File: src/rtl/pipe_stage_if.sv
// Handshake bundle for pipe_stage: upstream valid/ready/data and downstream
// valid/ready/data. The slave modport is the stage's view; master is the
// view of whatever drives the stage and consumes its output.
interface pipe_stage_if #(
    parameter int unsigned WIDTH = 32
);
    logic             in_valid;
    logic [WIDTH-1:0] in_data;
    logic             in_ready;
    logic             out_valid;
    logic [WIDTH-1:0] out_data;
    logic             out_ready;

    modport master (
        output in_valid,
        output in_data,
        output out_ready,
        input  in_ready,
        input  out_valid,
        input  out_data
    );

    modport slave (
        input  in_valid,
        input  in_data,
        input  out_ready,
        output in_ready,
        output out_valid,
        output out_data
    );
endinterface

File: src/rtl/pipe_stage.sv
// pipe_stage: two-entry skid-buffered pipeline register (main + skid).
// in_ready depends only on registered state, hold and flush, never on
// out_ready, so the stage breaks the ready path between neighbours.
// Optional build macro PIPE_STAGE_PERF_EN adds a saturating 16-bit
// stall_cnt output counting cycles where a live entry waits downstream.
module pipe_stage #(
    parameter int unsigned     WIDTH     = 32,
    parameter logic [WIDTH-1:0] NOP_VALUE = '0
) (
    input  logic        CLK,
    input  logic        RST,
    input  logic        flush,
    input  logic        hold,
    pipe_stage_if.slave bus
`ifdef PIPE_STAGE_PERF_EN
    ,
    output logic [15:0] stall_cnt
`endif
);

    logic             main_valid_q, main_valid_d;
    logic             skid_valid_q, skid_valid_d;
    logic [WIDTH-1:0] main_data_q,  main_data_d;
    logic [WIDTH-1:0] skid_data_q,  skid_data_d;
    logic             accept;
    logic             consume;

    assign bus.in_ready  = !skid_valid_q && !hold && !flush;
    assign bus.out_valid = main_valid_q && !hold;
    assign bus.out_data  = main_valid_q ? main_data_q : NOP_VALUE;

    assign accept  = bus.in_valid && bus.in_ready;
    assign consume = bus.out_valid && bus.out_ready;

    // Next-state for both entries; main always holds the oldest payload.
    always_comb begin
        main_valid_d = main_valid_q;
        skid_valid_d = skid_valid_q;
        main_data_d  = main_data_q;
        skid_data_d  = skid_data_q;
        if (flush) begin
            main_valid_d = 1'b0;
            skid_valid_d = 1'b0;
            main_data_d  = NOP_VALUE;
            skid_data_d  = NOP_VALUE;
        end else if (!hold) begin
            if (main_valid_q) begin
                if (consume) begin
                    if (skid_valid_q) begin
                        main_data_d  = skid_data_q;
                        skid_valid_d = 1'b0;
                    end else if (accept) begin
                        main_data_d  = bus.in_data;
                    end else begin
                        main_valid_d = 1'b0;
                    end
                end else if (accept) begin
                    skid_data_d  = bus.in_data;
                    skid_valid_d = 1'b1;
                end
            end else if (accept) begin
                main_data_d  = bus.in_data;
                main_valid_d = 1'b1;
            end
        end
    end

    // Entry registers; reset outranks flush and hold.
    always_ff @(posedge CLK) begin
        if (RST) begin
            main_valid_q <= 1'b0;
            skid_valid_q <= 1'b0;
            main_data_q  <= NOP_VALUE;
            skid_data_q  <= NOP_VALUE;
        end else begin
            main_valid_q <= main_valid_d;
            skid_valid_q <= skid_valid_d;
            main_data_q  <= main_data_d;
            skid_data_q  <= skid_data_d;
        end
    end

`ifdef PIPE_STAGE_PERF_EN
    logic [15:0] stall_cnt_q, stall_cnt_d;

    // Count stalled cycles of a live entry, saturating at all-ones.
    always_comb begin
        stall_cnt_d = stall_cnt_q;
        if (flush) begin
            stall_cnt_d = 16'h0000;
        end else if (main_valid_q && !bus.out_ready && !hold && (stall_cnt_q != 16'hFFFF)) begin
            stall_cnt_d = stall_cnt_q + 16'h0001;
        end
    end

    // Stall counter register.
    always_ff @(posedge CLK) begin
        if (RST) begin
            stall_cnt_q <= 16'h0000;
        end else begin
            stall_cnt_q <= stall_cnt_d;
        end
    end

    assign stall_cnt = stall_cnt_q;
`endif

endmodule

File: src/flat_wrapper.sv
// flat-port wrapper written by rule: the top's interface ports become plain ports
module pipe_stage_flat 
#(
    parameter int unsigned     WIDTH     = 32,
    parameter logic [WIDTH-1:0] NOP_VALUE = '0
)
  (CLK, RST, flush, hold, bus_in_valid, bus_in_data, bus_out_ready, bus_in_ready, bus_out_valid, bus_out_data);
  pipe_stage_if #(.WIDTH(WIDTH)) bus_i ();
  input  logic CLK;
  input  logic RST;
  input  logic flush;
  input  logic hold;
  input wire logic [$bits(bus_i.in_valid)-1:0] bus_in_valid;
  input wire logic [$bits(bus_i.in_data)-1:0] bus_in_data;
  input wire logic [$bits(bus_i.out_ready)-1:0] bus_out_ready;
  output wire logic [$bits(bus_i.in_ready)-1:0] bus_in_ready;
  output wire logic [$bits(bus_i.out_valid)-1:0] bus_out_valid;
  output wire logic [$bits(bus_i.out_data)-1:0] bus_out_data;
  assign bus_i.in_valid = bus_in_valid;
  assign bus_i.in_data = bus_in_data;
  assign bus_i.out_ready = bus_out_ready;
  assign bus_in_ready = bus_i.in_ready;
  assign bus_out_valid = bus_i.out_valid;
  assign bus_out_data = bus_i.out_data;
  pipe_stage #(.WIDTH(WIDTH), .NOP_VALUE(NOP_VALUE)) u_core (.CLK(CLK), .RST(RST), .flush(flush), .hold(hold), .bus(bus_i));
endmodule
File: config.mk
export PLATFORM = sky130hd
export DESIGN_NAME = pipe_stage_flat
export DESIGN_NICKNAME = d
export VERILOG_FILES = /design/src/rtl/pipe_stage_if.sv /design/src/rtl/pipe_stage.sv /design/src/flat_wrapper.sv
export SDC_FILE = /design/constraint.sdc
export NUM_CORES = 1
export LEC_CHECK = 0
export BUFFER_PORTS_ARGS = -buffer_cell sky130_fd_sc_hd__buf_2
export CORE_ASPECT_RATIO = 1.1
export CORE_MARGIN = 3
export CORE_UTILIZATION = 46
export DETAILED_ROUTE_END_ITERATION = 10
export MAX_ROUTING_LAYER = met4
export PLACE_DENSITY = 0.8
export REMOVE_ABC_BUFFERS = 1
export SYNTH_ARGS = -nofsm -noshare
export SYNTH_HDL_FRONTEND = slang
export SYNTH_SLANG_ARGS = --single-unit
File: constraint.sdc
create_clock -name CLK -period 3.2 [get_ports CLK]
set_clock_uncertainty 0.05 [all_clocks]
set_input_delay 0.32 -clock CLK [delete_from_list [all_inputs] [get_ports CLK]]
set_output_delay 0.32 -clock CLK [all_outputs]
set_load 0.03 [all_outputs]
==> out/metrics.yaml <==
hold_path.class: "in -> reg"
endpoint_kind: "output pin"
avgViaCountPerCell: 5.520
worstHoldEndpoint: "u_core.skid_data_q[27]"
timing.rr.start: "u_core.main_valid_q"
crit_fanout: 66
cts.htree.levels: 3
vias: 3047
clockBufferDepth: 2
timing.fmax_ghz: 0.4356
worst_skew_pair_later_pin_latency_ns: 0.34
cellLeakagePower_nw: 1.782
number_of_maximum_capacitance_violations: 0
vias_in_the_first_global_route: 2822
highest_layer: "met4"
postLayoutCoreUtil_pct: 55.58
die_height_um: 96.08
final_common_cell: "buf_2"
num-nets-final: 500
worst-setup-path-type: "reg -> out"
ioPinCount: 72
synth_area_um2: 3393
setup.worst_path.start_class: "flip-flop"
worstPathArrival_ns: 1.93
cts_root_buffer: "clkbuf_8"
wl_mm: 8.155
routed_wire_length_per_instance_um: 14.77
hold_startpoint: "bus_in_data[27]"
num_rows: 32
cp_data_required_time_ns: 2.83
die_width_um: 87.89
routedLengthMet1_mm: 3.624
final_antenna_net_count: 0
cell_count_of_the_worst_hold_path: 3
finalMaxSlewViolations: 0
tightestPinTransition_ns: 0.6866
synthesis.area_per_instance_um2: 8.118
timing.setup.tns_ns: 0
synth_seq_area_share_pct: 38.94
die-area_um2: 8444
cts.repair.resized: 0
power-per-cell-area_nw_per_um2: 446.9
slowest_delay_ns: 0.63
layout_common_cells: "buf_2 (71), dfxtp_1 (64), o21ai_0 (38)"
path_cells: "buf_4, and2_1, buf_2"
drt_pre_antenna_iters: 4
cts_inserted_buffers: 9
max-slew-margin-rel_pct: 54.22
areaGrowthSynthToFinish_pct: 16.08
wl_met2_mm: 4.067
ys_types: 27
clk_pin_slew_ns: 0.08
floorplan.initialDensity_pct: 47.88
run_status: "complete, no violations"
core_region_area_um2: 7087
ir_worst_vdd_v: 0.0002639
setup_violations: 0
fin_hold_ws_ns: 0.1872
fin_ws_ns: 0.9041
post_route_cells_drive_above_1_share_pct: 21.84
warnings_from_yosys: 0
grt_usage_pct: 20.14
worstRegToRegCells: 4
grt_setup_unrepaired: "no"
n_fill_cell: 661
diodes: 0
cts_tree: "yes"
routed-wl-met3_um: 429
dp_hpwl_mm: 4.973
io_buffer_count: 71
hold_violations: 0
layoutNonFillerInstCount: 552
detailedPlace.worstSlack_ns: 1.275
finalWorstPathRequiredPeriod_ns: 2.296
grt_start_max_net_pins: 67
postCtsSetupRepairBufs: 0
dp_cells: 536
antenna_found_initial: 0
slowest_stage: "dfxtp_2"
initial_drt_markers: 213
grt_overflow: 0
timing.rr.end: "u_core.skid_data_q[12]"
post-route-drc-count: 0
grt_pass1_wl_mm: 13.22
cts_sinks: 66
r2r_slack_ns: 1.29
ys_ff_latch: 66
syn_inst: 418
gpl.final_weighted_congestion: 0.7842
final_min_period_over_clock_period_pct: 71.75
ctsHoldBuffers: 0
## how the worst max path moves through the flow
stage	endpoint	startpoint	slack [ns]	cells past startpoint
after detailed placement	bus_out_data[14]	u_core.main_valid_q	1.28	3
after CTS	bus_out_data[14]	u_core.main_valid_q	0.90	3
final	bus_out_data[6]	u_core.main_valid_q	0.90	3
after floorplan	u_core.main_data_q[0]	u_core.main_valid_q	0.32	3
after global placement	bus_out_data[12]	u_core.main_valid_q	1.31	3
after global routing	bus_out_data[12]	u_core.main_valid_q	0.73	3
## routing by layer
metal	track usage (%)	vias to the layer above
met3	3.938	6
met5	-	-
met2	32.98	86
met1	25.61	1407
met4	4.987	0
li1	-	1548
## synthesized netlist by cell type
| library cell | n | area [um2] |
|---|---|---|
| nor2_1 | 3 | 11.26 |
| a21oi_1 | 33 | 165.2 |
| or3_4 | 1 | 11.26 |
| o221ai_4 | 1 | 26.28 |
| nor2_2 | 1 | 6.260 |
| nor2b_1 | 2 | 12.51 |
| dfxtp_1 | 66 | 1321 |
| nand3_1 | 32 | 160.2 |
| clkbuf_1 | 30 | 112.6 |
| and3_1 | 32 | 200.2 |
| buf_4 | 1 | 7.510 |
| and2_1 | 33 | 206.5 |
| buf_6 | 3 | 33.78 |
| a21bo_2 | 1 | 10.01 |
| o21ai_1 | 26 | 130.1 |
| nand2_1 | 33 | 123.9 |
| nand3b_1 | 1 | 7.510 |
| nor3_1 | 1 | 5.000 |
| buf_2 | 11 | 55.05 |
| nor3_2 | 1 | 10.01 |
| a21boi_0 | 32 | 240.2 |
| or2_2 | 1 | 6.260 |
| inv_1 | 1 | 3.750 |
| o21ai_0 | 38 | 190.2 |
| a211oi_1 | 1 | 7.510 |
| mux2i_1 | 32 | 320.3 |
| and3b_1 | 1 | 8.760 |
## cell families (layout without fill, tap and decap cells)
logic type,after synthesis,in the layout,synth area share (%)
and+or+nand+nor,142,142,22.68
DFF,66,66,38.94
buffers and inverters,46,95,6.268
muxes,32,32,9.440
AOI/OAI and AO/OA,132,132,22.68
## flip-flops by register name, indices dropped and copies added, names as in the netlist
| name | cells |
|---|---|
| u_core.main_data_q | 32 |
| u_core.skid_data_q | 32 |
| u_core.main_valid_q | 1 |
| u_core.skid_valid_q | 1 |
## layout make-up
class / count / area, um2 / area share [%]
Clock inverter: 6 / 88.84 / 2.255
Inverter: 1 / 3.754 / 0.09530
Tap cell: 85 / 106.4 / 2.700
Multi-Input combinational cell: 306 / 1871 / 47.49
Sequential cell: 66 / 1324 / 33.61
Timing Repair Buffer: 78 / 407.9 / 10.36
Clock buffer: 10 / 137.6 / 3.494
## power breakdown
part	internal (mW)	leakage, nW	switching, mW
registers	0.827	0.533	0.00643
logic	0.0494	1.14	0.0841
clock network	0.461	0.109	0.332
## worst max-delay path, delay by kind of cell (launching register included)
kind	cells	cell delay (ns)
buffers and inverters	2	0.71
DFF	1	0.63
and+or+nand+nor	1	0.21
## through the flow
stage | total power [mW] | instance area, um2
3_3_place_gp | 0.9833 | 3712
2_1_floorplan | 0.9247 | 3184
6_report | 1.760 | 3939
4_1_cts | 1.770 | 3939
5_1_grt | 1.818 | 3939
3_5_place_dp | 0.9863 | 3712
(Power assumes the default switching activity.)
